$ cat src/rtl/fp16_pkg.sv
// Shared FP16 field constants, flag indices and FSM/special-case encodings
// for the half-precision add/subtract sequencer.
package fp16_pkg;

    localparam int W     = 16;
    localparam int EXP_W = 5;
    localparam int MAN_W = 10;

    localparam logic [EXP_W-1:0] EXP_MAX = 5'h1F;
    localparam logic [W-1:0]     QNAN    = 16'h7E00;

    localparam int FLAG_ZERO = 0;
    localparam int FLAG_UF   = 1;
    localparam int FLAG_INF  = 2;
    localparam int FLAG_NAN  = 3;

    typedef enum logic [1:0] {
        ST_IDLE  = 2'd0,
        ST_CLASS = 2'd1,
        ST_ADD   = 2'd2,
        ST_WB    = 2'd3
    } state_e;

    typedef enum logic [2:0] {
        SC_NONE      = 3'd0,
        SC_NAN       = 3'd1,
        SC_INF_A     = 3'd2,
        SC_INF_B     = 3'd3,
        SC_ZERO_BOTH = 3'd4,
        SC_ZERO_A    = 3'd5,
        SC_ZERO_B    = 3'd6
    } spec_e;

    function automatic logic [EXP_W-1:0] exp_field(input logic [W-1:0] x);
        return x[W-2 -: EXP_W];
    endfunction

endpackage

$ cat src/rtl/fp16_classify.sv
// Combinational FP16 operand classifier; denormals count as zero.
module fp16_classify
    import fp16_pkg::*;
(
    input  logic [W-1:0]     x,
    output logic             is_zero,
    output logic             is_inf,
    output logic             is_nan,
    output logic [EXP_W-1:0] exp
);

    logic man_nz_s;

    // Field decode and class flags
    always_comb begin
        exp      = exp_field(x);
        man_nz_s = (x[MAN_W-1:0] != 10'h000);
        is_zero  = (exp == 5'h00);
        is_inf   = (exp == EXP_MAX) && !man_nz_s;
        is_nan   = (exp == EXP_MAX) && man_nz_s;
    end

endmodule

$ cat src/rtl/fp16_add_seq.sv
// Four-state sequencer around an external combinational FP16 adder: latches
// operands, resolves special cases, and repairs the adder's raw sum.
module fp16_add_seq
    import fp16_pkg::*;
(
    input  logic         clk,
    input  logic         reset,
    input  logic         start,
    input  logic         op_sub,
    input  logic [W-1:0] a,
    input  logic [W-1:0] b,
    output logic [W-1:0] add_a,
    output logic [W-1:0] add_b,
    input  logic [W-1:0] add_sum,
    output logic         busy,
    output logic         done,
    output logic [W-1:0] result,
    output logic [3:0]   flags
);

    state_e           state_q, state_d;
    spec_e            code_q, code_d;
    logic [W-1:0]     ra_q, ra_d, rb_q, rb_d, rs_q, rs_d;
    logic [W-1:0]     add_a_q, add_a_d, add_b_q, add_b_d;
    logic [W-1:0]     result_q, result_d;
    logic [3:0]       flags_q, flags_d;
    logic [EXP_W-1:0] emax_q, emax_d;
    logic             busy_q, busy_d, done_q, done_d;

    logic             a_zero_s, a_inf_s, a_nan_s, b_zero_s, b_inf_s, b_nan_s;
    logic [EXP_W-1:0] a_exp_s, b_exp_s, rs_exp_s;

    fp16_classify u_class_a (
        .x       (ra_q),
        .is_zero (a_zero_s),
        .is_inf  (a_inf_s),
        .is_nan  (a_nan_s),
        .exp     (a_exp_s)
    );

    fp16_classify u_class_b (
        .x       (rb_q),
        .is_zero (b_zero_s),
        .is_inf  (b_inf_s),
        .is_nan  (b_nan_s),
        .exp     (b_exp_s)
    );

    // State register
    always_ff @(posedge clk or posedge reset) begin
        if (reset) begin
            state_q <= ST_IDLE;
        end else begin
            state_q <= state_d;
        end
    end

    // Next-state logic: fixed ring, start honoured only in IDLE
    always_comb begin
        state_d = state_q;
        case (state_q)
            ST_IDLE:  state_d = start ? ST_CLASS : ST_IDLE;
            ST_CLASS: state_d = ST_ADD;
            ST_ADD:   state_d = ST_WB;
            ST_WB:    state_d = ST_IDLE;
            default:  state_d = ST_IDLE;
        endcase
    end

    // Datapath and output next values per state
    always_comb begin
        ra_d     = ra_q;
        rb_d     = rb_q;
        rs_d     = rs_q;
        code_d   = code_q;
        emax_d   = emax_q;
        add_a_d  = add_a_q;
        add_b_d  = add_b_q;
        result_d = result_q;
        flags_d  = flags_q;
        rs_exp_s = exp_field(rs_q);
        busy_d   = (state_d != ST_IDLE);
        done_d   = (state_q == ST_WB);
        case (state_q)
            ST_IDLE: begin
                if (start) begin
                    ra_d = a;
                    rb_d = {b[W-1] ^ op_sub, b[W-2:0]};
                end else begin
                    ra_d = ra_q;
                end
            end
            ST_CLASS: begin
                add_a_d = ra_q;
                add_b_d = rb_q;
                emax_d  = (a_exp_s > b_exp_s) ? a_exp_s : b_exp_s;
                if (a_nan_s || b_nan_s || (a_inf_s && b_inf_s && (ra_q[W-1] != rb_q[W-1]))) begin
                    code_d = SC_NAN;
                end else if (a_inf_s) begin
                    code_d = SC_INF_A;
                end else if (b_inf_s) begin
                    code_d = SC_INF_B;
                end else if (a_zero_s && b_zero_s) begin
                    code_d = SC_ZERO_BOTH;
                end else if (a_zero_s) begin
                    code_d = SC_ZERO_A;
                end else if (b_zero_s) begin
                    code_d = SC_ZERO_B;
                end else begin
                    code_d = SC_NONE;
                end
            end
            ST_ADD: begin
                rs_d = add_sum;
            end
            ST_WB: begin
                flags_d = 4'h0;
                case (code_q)
                    SC_NAN: begin
                        result_d           = QNAN;
                        flags_d[FLAG_NAN]  = 1'b1;
                    end
                    SC_INF_A: begin
                        result_d           = ra_q;
                        flags_d[FLAG_INF]  = 1'b1;
                    end
                    SC_INF_B: begin
                        result_d           = rb_q;
                        flags_d[FLAG_INF]  = 1'b1;
                    end
                    SC_ZERO_BOTH: begin
                        result_d           = {ra_q[W-1] & rb_q[W-1], 15'h0000};
                        flags_d[FLAG_ZERO] = 1'b1;
                    end
                    SC_ZERO_A: begin
                        result_d = rb_q;
                    end
                    SC_ZERO_B: begin
                        result_d = ra_q;
                    end
                    default: begin
                        // A sum exponent above emax+1 means the adder's
                        // normalising shift wrapped the exponent below 1.
                        if (rs_q[W-2:0] == 15'h0000) begin
                            result_d           = 16'h0000;
                            flags_d[FLAG_ZERO] = 1'b1;
                        end else if ({1'b0, rs_exp_s} > ({1'b0, emax_q} + 6'd1)) begin
                            result_d           = 16'h0000;
                            flags_d[FLAG_UF]   = 1'b1;
                            flags_d[FLAG_ZERO] = 1'b1;
                        end else if (rs_exp_s == EXP_MAX) begin
                            result_d           = {rs_q[W-1], EXP_MAX, 10'h000};
                            flags_d[FLAG_INF]  = 1'b1;
                        end else begin
                            result_d = rs_q;
                        end
                    end
                endcase
            end
            default: begin
                ra_d = ra_q;
            end
        endcase
    end

    // Datapath and output registers
    always_ff @(posedge clk or posedge reset) begin
        if (reset) begin
            ra_q     <= 16'h0000;
            rb_q     <= 16'h0000;
            rs_q     <= 16'h0000;
            code_q   <= SC_NONE;
            emax_q   <= 5'h00;
            add_a_q  <= 16'h0000;
            add_b_q  <= 16'h0000;
            result_q <= 16'h0000;
            flags_q  <= 4'h0;
            busy_q   <= 1'b0;
            done_q   <= 1'b0;
        end else begin
            ra_q     <= ra_d;
            rb_q     <= rb_d;
            rs_q     <= rs_d;
            code_q   <= code_d;
            emax_q   <= emax_d;
            add_a_q  <= add_a_d;
            add_b_q  <= add_b_d;
            result_q <= result_d;
            flags_q  <= flags_d;
            busy_q   <= busy_d;
            done_q   <= done_d;
        end
    end

    assign add_a  = add_a_q;
    assign add_b  = add_b_q;
    assign busy   = busy_q;
    assign done   = done_q;
    assign result = result_q;
    assign flags  = flags_q;

endmodule

$ cat config.mk
export PLATFORM = sky130hd
export DESIGN_NAME = fp16_add_seq
export DESIGN_NICKNAME = d
export VERILOG_FILES = /design/src/rtl/fp16_pkg.sv /design/src/rtl/fp16_classify.sv /design/src/rtl/fp16_add_seq.sv
export SDC_FILE = /design/constraint.sdc
export NUM_CORES = 1
export LEC_CHECK = 0
export CAP_MARGIN = 20
export CORE_UTILIZATION = 35
export CTS_BUF_LIST = sky130_fd_sc_hd__clkbuf_16
export DETAILED_ROUTE_END_ITERATION = 6
export DONT_BUFFER_PORTS = 1
export GPL_TIMING_DRIVEN = 0
export HOLD_SLACK_MARGIN = 0.06
export PLACE_DENSITY = 0.63
export SYNTH_ARGS = -nofsm -noshare
export SYNTH_HDL_FRONTEND = slang
export SYNTH_SLANG_ARGS = --single-unit
$ cat constraint.sdc
create_clock -name clk -period 3.7 [get_ports clk]
set_input_delay 0.555 -clock clk [delete_from_list [all_inputs] [get_ports clk]]
set_output_delay 0.555 -clock clk [all_outputs]
set_load 0.05 [all_outputs]
; Yosys cells after proc, flatten, opt, wreduce, memory -nomap -nowiden
; Cells that the tools add are included.
[classes]
n_addsub = 1
order_cmp = 2
n_eq_ne = 13
n_mux = 22
n_bitwise = 2
n_reduce_logical = 25
[ops]
columns = operator, n
row1 = 16-bit case mux with 4 select lines, 1
row2 = 16-bit 2-to-1 mux, 2
row3 = 10-bit nonzero test, 2
row4 = 3-bit 2-to-1 mux, 6
row5 = "5-bit == test, second input constant", 3
row6 = 15-bit logical NOT, 1
row7 = 15-bit 2-to-1 mux, 1
row8 = 5-bit logical NOT, 2
row9 = "3-bit == test, second input constant", 3
row10 = 2-bit case mux with 4 select lines, 1
row11 = 1-bit logical AND, 7
row12 = "5-bit by 1-bit adder with 6-bit output, second input constant", 1
row13 = "3-bit by 2-bit == test with 1-bit output, second input constant", 2
row14 = 5-bit by 6-bit greater-than comparator with 1-bit output, 1
row15 = 1-bit 2-to-1 mux, 6
row16 = 2-bit OR reduction, 3
row17 = 6-bit OR reduction, 1
row18 = 5-bit greater-than comparator, 1
row19 = 5-bit 2-to-1 mux, 1
row20 = 5-bit OR reduction, 1
row21 = "2-bit == test, second input constant", 2
row22 = 2-bit 2-to-1 mux, 2
row23 = 1-bit case mux with 2 select lines, 2
row24 = 4-bit OR reduction, 1
row25 = other kinds (10), 12
[totals]
regBits = 112
in_bits = 52
out_inout_bits = 54

; Logic depth before layout (Yosys ltp)
[depth]
depth_word = 7
depth_mapped = 10
ltp_nobuf = 9

; Modules after synthesis
; A second synthesis with hierarchy kept.
[hier_totals]
cells_unflattened = 470
hier_area_um2 = 5310.1
[by_module_without_submodules]
columns = mod, n_inst, cells_per_inst, area_per_inst_um2
row1 = fp16_add_seq, 1, 440, 5124.9
row2 = fp16_classify, 2, 15, 92.6

; Worst setup path before layout
; No wires, ideal clock.
[synth_path]
path_type = flip-flop to flip-flop
start = register emax_q[0]
end = register result_q[0] (netlist: result[0])
setup_ns = 0.121
arrival_ns = 2.069
required_time_ns = 3.579
path_slack_ns = 1.510
path_stages_with_launch = 11
path_buffers = 1
synth_period_minus_slack_ns = 2.190
path_cell_list = dfrtp_1 -> ha_1 -> nand3_1 -> xor2_1 -> ha_1 -> and3_1 -> a32oi_1 -> o31ai_4 -> buf_6 -> a41oi_1 -> nor2_1
[synth_via]
elab_chain_len = 5
[synth_lines]
columns = item, line_no
row1 = start: declaration, fp16_add_seq.sv:27  ; logic [EXP_W-1:0] emax_q, emax_d;
row2 = start signal: assignment, fp16_add_seq.sv:185  ; emax_q <= emax_d;
row3 = 5-bit by 1-bit adder with 6-bit output, fp16_add_seq.sv:147  ; end else if ({1'b0, rs_exp_s} > ({1'b0, emax_q} + 6'd1)) begin
row4 = 5-bit by 6-bit greater-than comparator with 1-bit output, fp16_add_seq.sv:147
row5 = 16-bit 2-to-1 mux, fp16_add_seq.sv:147
row6 = 16-bit 2-to-1 mux, fp16_add_seq.sv:144  ; if (rs_q[W-2:0] == 15'h0000) begin
row7 = 16-bit case mux with 4 select lines, fp16_add_seq.sv:118  ; case (code_q)
row8 = end signal: assignment, fp16_add_seq.sv:188  ; result_q <= result_d;
row9 = end: declaration, fp16_add_seq.sv:25  ; logic [W-1:0] result_q, result_d;
; No other way between the ends.
; A chain may end at the register's enable or synchronous reset.

; Worst setup path after layout
[layout_path]
start = register emax_q[1]
end = register result_q[10] (netlist: result[10])
; The elaborated chain is that of the path after synthesis.

==> results.toml <==
[run_status]
outcome = "completed"

[sta]
tightest_slew_ps = 688.9
hold_viol = 0
setup_violations = 0
period_share_pct = 66.54
rsz0062_at_grt = "no"
maxSlewHeadroom_pct = 54.07
post-route-min-period_ps = 2462
slew_viol_final = 0
skew_ps = 8.732
fmax_mhz = 406.2

[finish]
diodes = 0
final_util_pct = 40.18
multi_input_area_um2 = 2200
areaGrowthSynthToFinish_pct = 10.26
register_area_um2 = 2803
layout.nets = 501
fillers = 1313
final_layout_size_suffix_gt1_share_pct = 26.54
stdcell_count = 617
final_area_um2 = 5685

[critical_path]
crit_chain = "ha_1 -> nand3_1 -> xor2_1 -> ha_1 -> and3_1 -> o21a_1 -> o31ai_4 -> buf_6 -> nand3_1 -> a21oi_1"
startpoint = "emax_q[1]"
critical-path-top-delay-family = "compound AO/OA/AOI/OAI gates"
cpMaxStageDelayCell = "o31ai_4"
reg2reg_from = "emax_q[1]"
reg2reg_depth = 10
critical_path.max_stage_delay_ps = 460
cp-end-kind = "flip-flop"
worstSetupPathType = "reg2reg"
crit_buf_inv = 1
crit_path_start_kind = "flip-flop"
crit_fanout = 10
rrSetupSlack_ps = 1240
r2r_end = "result[10]"
arrival_ps = 2730
required_ps = 3970

[grt]
grt_overflow = 0
grt_max_degree = 72
grt_pass1_vias = 3452
grt_pass1_wl_um = 19790
track_usage_pct = 17.50
antenna_found_initial = 1

[routing]
drt_iter0_drc = 248
route.vias.total = 3473
postRouteAntennaNets = 0
routed_via_density = 5.629
top_layer = "met4"
wl_per_cell_um = 20.47
wirelength_um = 12630
wl_met2_um = 5883
m1WireLength_um = 5423
drc = 0
dr.pass1.iters = 4
wl_met3_um = 1057

[cts]
ctsResizeCount = 0
hold_buffers = 0
clock_path_buffers = 2
cts_sinks = 112
cts_tree = "done"
h-tree-depth = 3
cts_buffers = 9
clk_transition_reported_paths_ps = 70
cts_root_buf = "clkbuf_16"
insertion_delay_ps = 350
cts_setup_buffers = 0

[synthesis]
synth_nets = 489
synth.distinct_cells = 50
seq_area_frac_synth_pct = 54.36
yosys.area.top_type = "dfrtp_1"
synthesis.area_um2 = 5156
synth_top_area_share_pct = 54.36
yosys_warnings = 0
yosys-top-cells-area = "dfrtp_1, mux2_2, ha_1, nor2_1, a221o_1"
synthCells = 420
avgSynthCellArea_um2 = 12.28
synth-async-reset-ratio_pct = 100.0
synth-seq-cells = 112
synth_edf_count = 0
ys_dominant_reg_cell = "dfrtp_1"

[floorplanning]
die_w_um = 123.4
initial_core_util_pct = 36.44
fp.dieH_um = 123.4
dieArea_um2 = 15220
io_pins = 106
core_um2 = 14150
row_count = 43

[placed_design]
place_inst = 601
gp_congestion = 0.8593
place_area_um2 = 5411
numPortBuffers = 0
hpwl_um = 9492

[hold_path]
holdCritPathClass = "in2async"

[run]
drv_cap = 0
-- cell families after synthesis --
group / synth area share, %
flip-flops: 54.36
AND/OR/NAND/NOR: 8.542
multiplexers: 18.03
AO/OA/AOI/OAI: 10.70
buffers and inverters: 2.985
adder cells (fa/ha/maj): 4.538
XOR/XNOR: 0.8495
-- synthesized netlist by cell type, types with 3 or more instances --
cell type / n
buf_1: 3
o22ai_1: 3
ha_1: 17
nor2b_1: 3
a21oi_1: 17
clkbuf_1: 9
nor4_1: 6
mux2_2: 79
nand4_1: 3
nand3_1: 15
o21ai_0: 13
a221oi_1: 5
a41oi_1: 9
dfrtp_1: 112
nor2_1: 34
xnor2_1: 3
inv_1: 16
nor2_2: 3
buf_2: 6
and3_1: 6
a221o_1: 10
mux2i_1: 4
nand2_1: 11
-- layout make-up --
cell class / count / share of cell area (%)
flip-flops and latches: 112 / 49.30
multi-input cells: 272 / 38.69
clock buffers: 9 / 3.961
well taps: 180 / 3.961
plain buffers: 20 / 1.651
inverters: 16 / 1.100
clock inverters: 7 / 0.8583
repair buffers: 1 / 0.4842
-- registers in the layout, indices dropped and copies added, names as in the netlist --
| register | count |
|---|---|
| add_a | 16 |
| add_b | 16 |
| ra_q | 16 |
| rb_q | 16 |
| result | 16 |
| rs_q | 16 |
| emax_q | 5 |
| flags | 4 |
| code_q | 3 |
| state_q | 2 |
| busy | 1 |
| done | 1 |
-- worst max path at each step --
| stage | end | slack (ps) | cells past startpoint |
|---|---|---|---|
| detailed placement | flags[2] | 1250 | 10 |
| global route | result[0] | 1050 | 10 |
| global placement | add_a[3] | -950 | 1 |
| finish | result[10] | 1240 | 10 |
| CTS | result[10] | 1220 | 10 |
| floorplan | add_a[0] | 190 | 1 |
-- worst register-to-register path, delay by kind of cell, from the launching register on --
family                     cells  cell delay, ps
AOI/OAI and AO/OA              3             750
xor gates and xnor gates       1             150
adders and majority gates      2             460
buffers and inverters          1             220
DFF                            1             420
and+or+nand+nor                3             380
-- metal layers --
| layer | track usage [%] | up-vias |
|---|---|---|
| met2 | 26.57 | 135 |
| li1 | - | 1567 |
| met1 | 23.28 | 1753 |
| met5 | 0 | - |
| met4 | 5.873 | 0 |
| met3 | 5.858 | 18 |
-- metrics by stage --
step,hold WS (ps),setup TNS (ps),setup slack [ps]
finish,118.4,0,1238
global route,161.5,0,1053
CTS,138.9,0,1220
detailed placement,502.1,0,1251
global placement,504.2,-105510,-951.4
floorplan,480.3,0,186.0
-- layout by cell type, fill, tap and decap left out, types with 4 or more instances in the layout --
cell type and instances:
dfrtp_1 112, inv_1 15, nor4_1 6, mux2_2 79, o21ai_0 13, buf_2 6
clkinvlp_4 4, clkbuf_1 9, a21oi_1 17, ha_1 17, nor2_1 34, mux2i_1 4
nand3_1 15, a41oi_1 9, a221o_1 10, a221oi_1 5, nand2_1 11, and3_1 6
clkbuf_16 9
Power is not shown: default switching activity piles up to over one toggle a cycle in this logic, so the estimate is an artifact.
==> patch 1, RTL diff (same flow settings) <==
`ra_q`, `rb_q`, `rs_q` and `result_q` no longer have a reset.
--- a/src/rtl/fp16_add_seq.sv
+++ b/src/rtl/fp16_add_seq.sv
@@ -168,5 +168,2 @@
         if (reset) begin
-            ra_q     <= 16'h0000;
-            rb_q     <= 16'h0000;
-            rs_q     <= 16'h0000;
             code_q   <= SC_NONE;
@@ -175,3 +172,2 @@
             add_b_q  <= 16'h0000;
-            result_q <= 16'h0000;
             flags_q  <= 4'h0;
@@ -180,5 +176,2 @@
         end else begin
-            ra_q     <= ra_d;
-            rb_q     <= rb_d;
-            rs_q     <= rs_d;
             code_q   <= code_d;
@@ -187,3 +180,2 @@
             add_b_q  <= add_b_d;
-            result_q <= result_d;
             flags_q  <= flags_d;
@@ -192,2 +184,9 @@
         end
+    end
+
+    always_ff @(posedge clk) begin
+        ra_q     <= ra_d;
+        rb_q     <= rb_d;
+        rs_q     <= rs_d;
+        result_q <= result_d;
     end
Behaviour: differs if reset is asserted again (counterexample within 10 cycles, from zero or initial values and one cycle with reset high); with reset held inactive, the same outputs for 10 cycles.
==> patch 1 against the unedited design <==
  * Sequential cell count is the same
  * Setup slack lost 190 ps
  * Synthesized area fell by 6.4%
  * Routed wire length is 12% lower
  * Largest cell class unchanged
  * Critical path type unchanged
  * Cell area is 6.2% lower
  * First-iteration DRC count rose by 33%
==> patch 1: results (changes against the unedited design) <==
place:
  placed_area_sq_um: 5070  # -6.4%
  dp_hpwl_microns: 8340  # -12%
synthesis:
  synth-compound-area-share_pct: 9.08  # -1.6 points
  synth-xor-area-share_pct: 0.726  # -0.12 points
  seq_area_frac_synth_pct: 64.7  # +10 points
  syn-num-nets: 416  # -15%
  async_flop_share_pct: 42.9  # -57 points
  synthCells: 347  # -17%
  synthAdderAreaFrac_pct: 5.03  # +0.49 points
  ys_top_cells_by_area: "edfxtp_1 (40%), dfrtp_1 (25%), mux2_2 (7.9%)"
  synth-edff-count: 64  # +64
status:
  outcome: "completed"
timing:
  skew_ps: 7.75  # -0.978 ps
  maxSlewHeadroom_pct: 30.0  # -24 points
  min_period_ps: 2660  # +193 ps
drt:
  viasPerCell: 5.47  # -2.9%
  wl_met1_microns: 4860  # -10%
  met2_length_microns: 5270  # -10%
  post_drt_wl_per_cell_microns: 20.6  # +0.81%
setup_path:
  crit_arrival_ps: 2750  # +20 ps
  endpoint: "result[9]"
  critPathMaxFanout: 9  # -1
  crit_start: "emax_q[0]"
cells_and_area:
  postLayoutCellArea_sq_um: 5340  # -6.2%
  drive_gt1_share_pct: 16.5  # -10 points
  stdcell_count: 541  # -12%
grt:
  grt_pass1_vias: 2868  # -17%
  grt_util_all_layers_pct: 16.4  # -1.1 points
  gr-usage-met3_pct: 5.03  # -0.83 points
  grt_pass1_wl_microns: 17100  # -14%
  met1_usage_pct: 21.5  # -1.8 points
patch 1: cell types whose count changed in the layout (fill, tap and decap cells not counted), sizes merged, moves of 3 or more:
cell,delta
a221oi,-4
a222oi,+5
a41oi,-9
and2,+10
buf,-8
clkinvlp,-3
dfrtp,-64
edfxtp,+64
inv,+6
mux2,-45
nand3,-3
nor2,-13
o21ai,-8
patch 1: power by group through the flow:
stage / Clock, uW / Sequential [uW] / Combinational [uW]
floorplan: 0 / 3140 / 1190
detailed placement: 0 / 3320 / 1480
CTS: 905 / 3290 / 1490
finish: 874 / 3280 / 1470
global placement: 0 / 3300 / 1420
global route: 948 / 3340 / 1630
patch 1: cell type report:
cell class / instances / share of cell area [%]
diodes: 1 / 0.0469
multi-input cells: 205 / 29.6
clock inverters: 7 / 0.774
well taps: 176 / 4.13
plain buffers: 12 / 1.03
repair buffers: 1 / 0.375
clock buffers: 9 / 4.22
flip-flops and latches: 112 / 58.5
inverters: 18 / 1.27
==> patch 2, RTL diff (same settings) <==
Made on the original files. The package constant `EXP_MAX` goes from 5'h1F to 5'h0F.
--- a/src/rtl/fp16_pkg.sv
+++ b/src/rtl/fp16_pkg.sv
@@ -8,3 +8,3 @@
 
-    localparam logic [EXP_W-1:0] EXP_MAX = 5'h1F;
+    localparam logic [EXP_W-1:0] EXP_MAX = 5'h0F;
     localparam logic [W-1:0]     QNAN    = 16'h7E00;
Function: changed (Yosys sat finds a counterexample within 10 cycles, from zero or initial values and one cycle with reset high).
==> patch 2 against the unedited design <==
  * Synthesized area decreased by 0.34%
  * Hold slack improved by 95 ps
  * Sequential cell count did not move
  * Routed wire length decreased by 0.66%
  * Setup slack improved by 18 ps
  * Global-route usage decreased by 0.49 points
  * Sequential share of layout area decreased by 0.30 points
  * Cell area grew 0.62%
  * Critical path depth is the same
  * Critical path type unchanged
  * Critical endpoint is now result[1]
  * Highest routed layer unchanged
Power is not shown: default switching activity piles up to over one toggle a cycle in this logic, so the estimate is an artifact.
==> patch 2: results (changes against the unedited design) <==
status:
  outcome: "completed"
setup_path:
  crit_arrival_ps: 2710  # -20 ps
  setup.worst_path.class: "flop to flop"
  rrSetupSlack_ps: 1260  # +20 ps
  timing.rr.end: "result[1]"
  r2r-start: "emax_q[0]"
drt:
  dr.pass1.iters: 5  # +1
  post_drt_wl_per_cell_microns: 20.4  # -0.34%
  drt_iter0_drc: 183  # -26%
  viasPerCell: 5.53  # -1.8%
timing:
  min_period_ps: 2440  # -18.1 ps
  maxSlewHeadroom_pct: 49.2  # -4.9 points
  skew_ps: 10.0  # +1.27 ps
  post-route-worst-setup-slack_ps: 1260  # +18.1 ps
  whs_ps: 213  # +94.6 ps
cells_and_area:
  fin_util_pct: 40.6  # +0.40 points
  fill_cells: 1335  # +1.7%
  drive_gt1_share_pct: 27.6  # +1.0 points
  num-nets-final: 499  # -0.40%
place:
  place_ws_ps: 1270  # +22.3 ps
  dpl.cell_count: 599  # -0.33%
  globalplace.congestion: 0.776  # -9.8%
  dp_hpwl_microns: 9330  # -1.8%
  placed_area_sq_um: 5390  # -0.32%
grt:
  grt_pass1_wl_microns: 19200  # -2.8%
  grt_util_all_layers_pct: 17.0  # -0.49 points
  antenna_found_initial: 0  # -1
  grt_pass1_vias: 3473  # +0.61%
  grt_max_degree: 60  # -17%
synthesis:
  synth-xor-area-share_pct: 0.682  # -0.17 points
  synthTopCellsByCount: "dfrtp_1 (112), mux2_2 (79), nor2_1 (35), a21oi_1 (19), ha_1 (17)"
  syn-num-nets: 487  # -0.41%
  seq_area_frac_synth_pct: 54.5  # +0.19 points
  ys_top_cells_by_area: "dfrtp_1 (55%), mux2_2 (17%), ha_1 (4.1%)"
  avgSynthCellArea_sq_um: 12.3  # +0.14%
  synth-compound-area-share_pct: 10.5  # -0.18 points
  synthAdderAreaFrac_pct: 4.55  # +0.015 points
  yosysUniqueCellTypes: 51  # +2.0%
  synthMuxAreaShare_pct: 18.1  # +0.061 points
clock_network:
  cts_max_level: 3  # unchanged
  clockRootBuffer: "clkbuf_16"
[patch 2: cell count changes after synthesis, moves of 3 or more]
cell	before	now
a41oi_1	9	0
inv_1	16	13
a31oi_1	2	11
and3_1	6	2
[patch 2: worst register-to-register path: cells and delay by family (launching register included)]
kind	cells	cell delay [ps]
AO/OA/AOI/OAI	3	670
flip-flops	1	400
AND/OR/NAND/NOR	3	440
adder cells (fa/ha/maj)	2	490
XOR/XNOR	1	160
buffers and inverters	1	220
[patch 2: final cells by class]
cell class,instances,share of cell area [%]
Timing Repair Buffer,1,0.481
Clock buffer,9,3.94
Buffer,17,1.47
Multi-Input combinational cell,273,38.3
Tap cell,180,3.94
Clock inverter,7,1.77
Sequential cell,112,49.0
Inverter,16,1.09
[patch 2: layer usage]
metal  wire length, microns  vias to the layer above  global-route usage, %
met5                      0                        -                      0
met2                   5770                      124                   26.4
met1                   5750                     1719                   23.1
met4                    108                        0                   4.52
li1                       -                     1547                      -
met3                    921                        8                   4.94
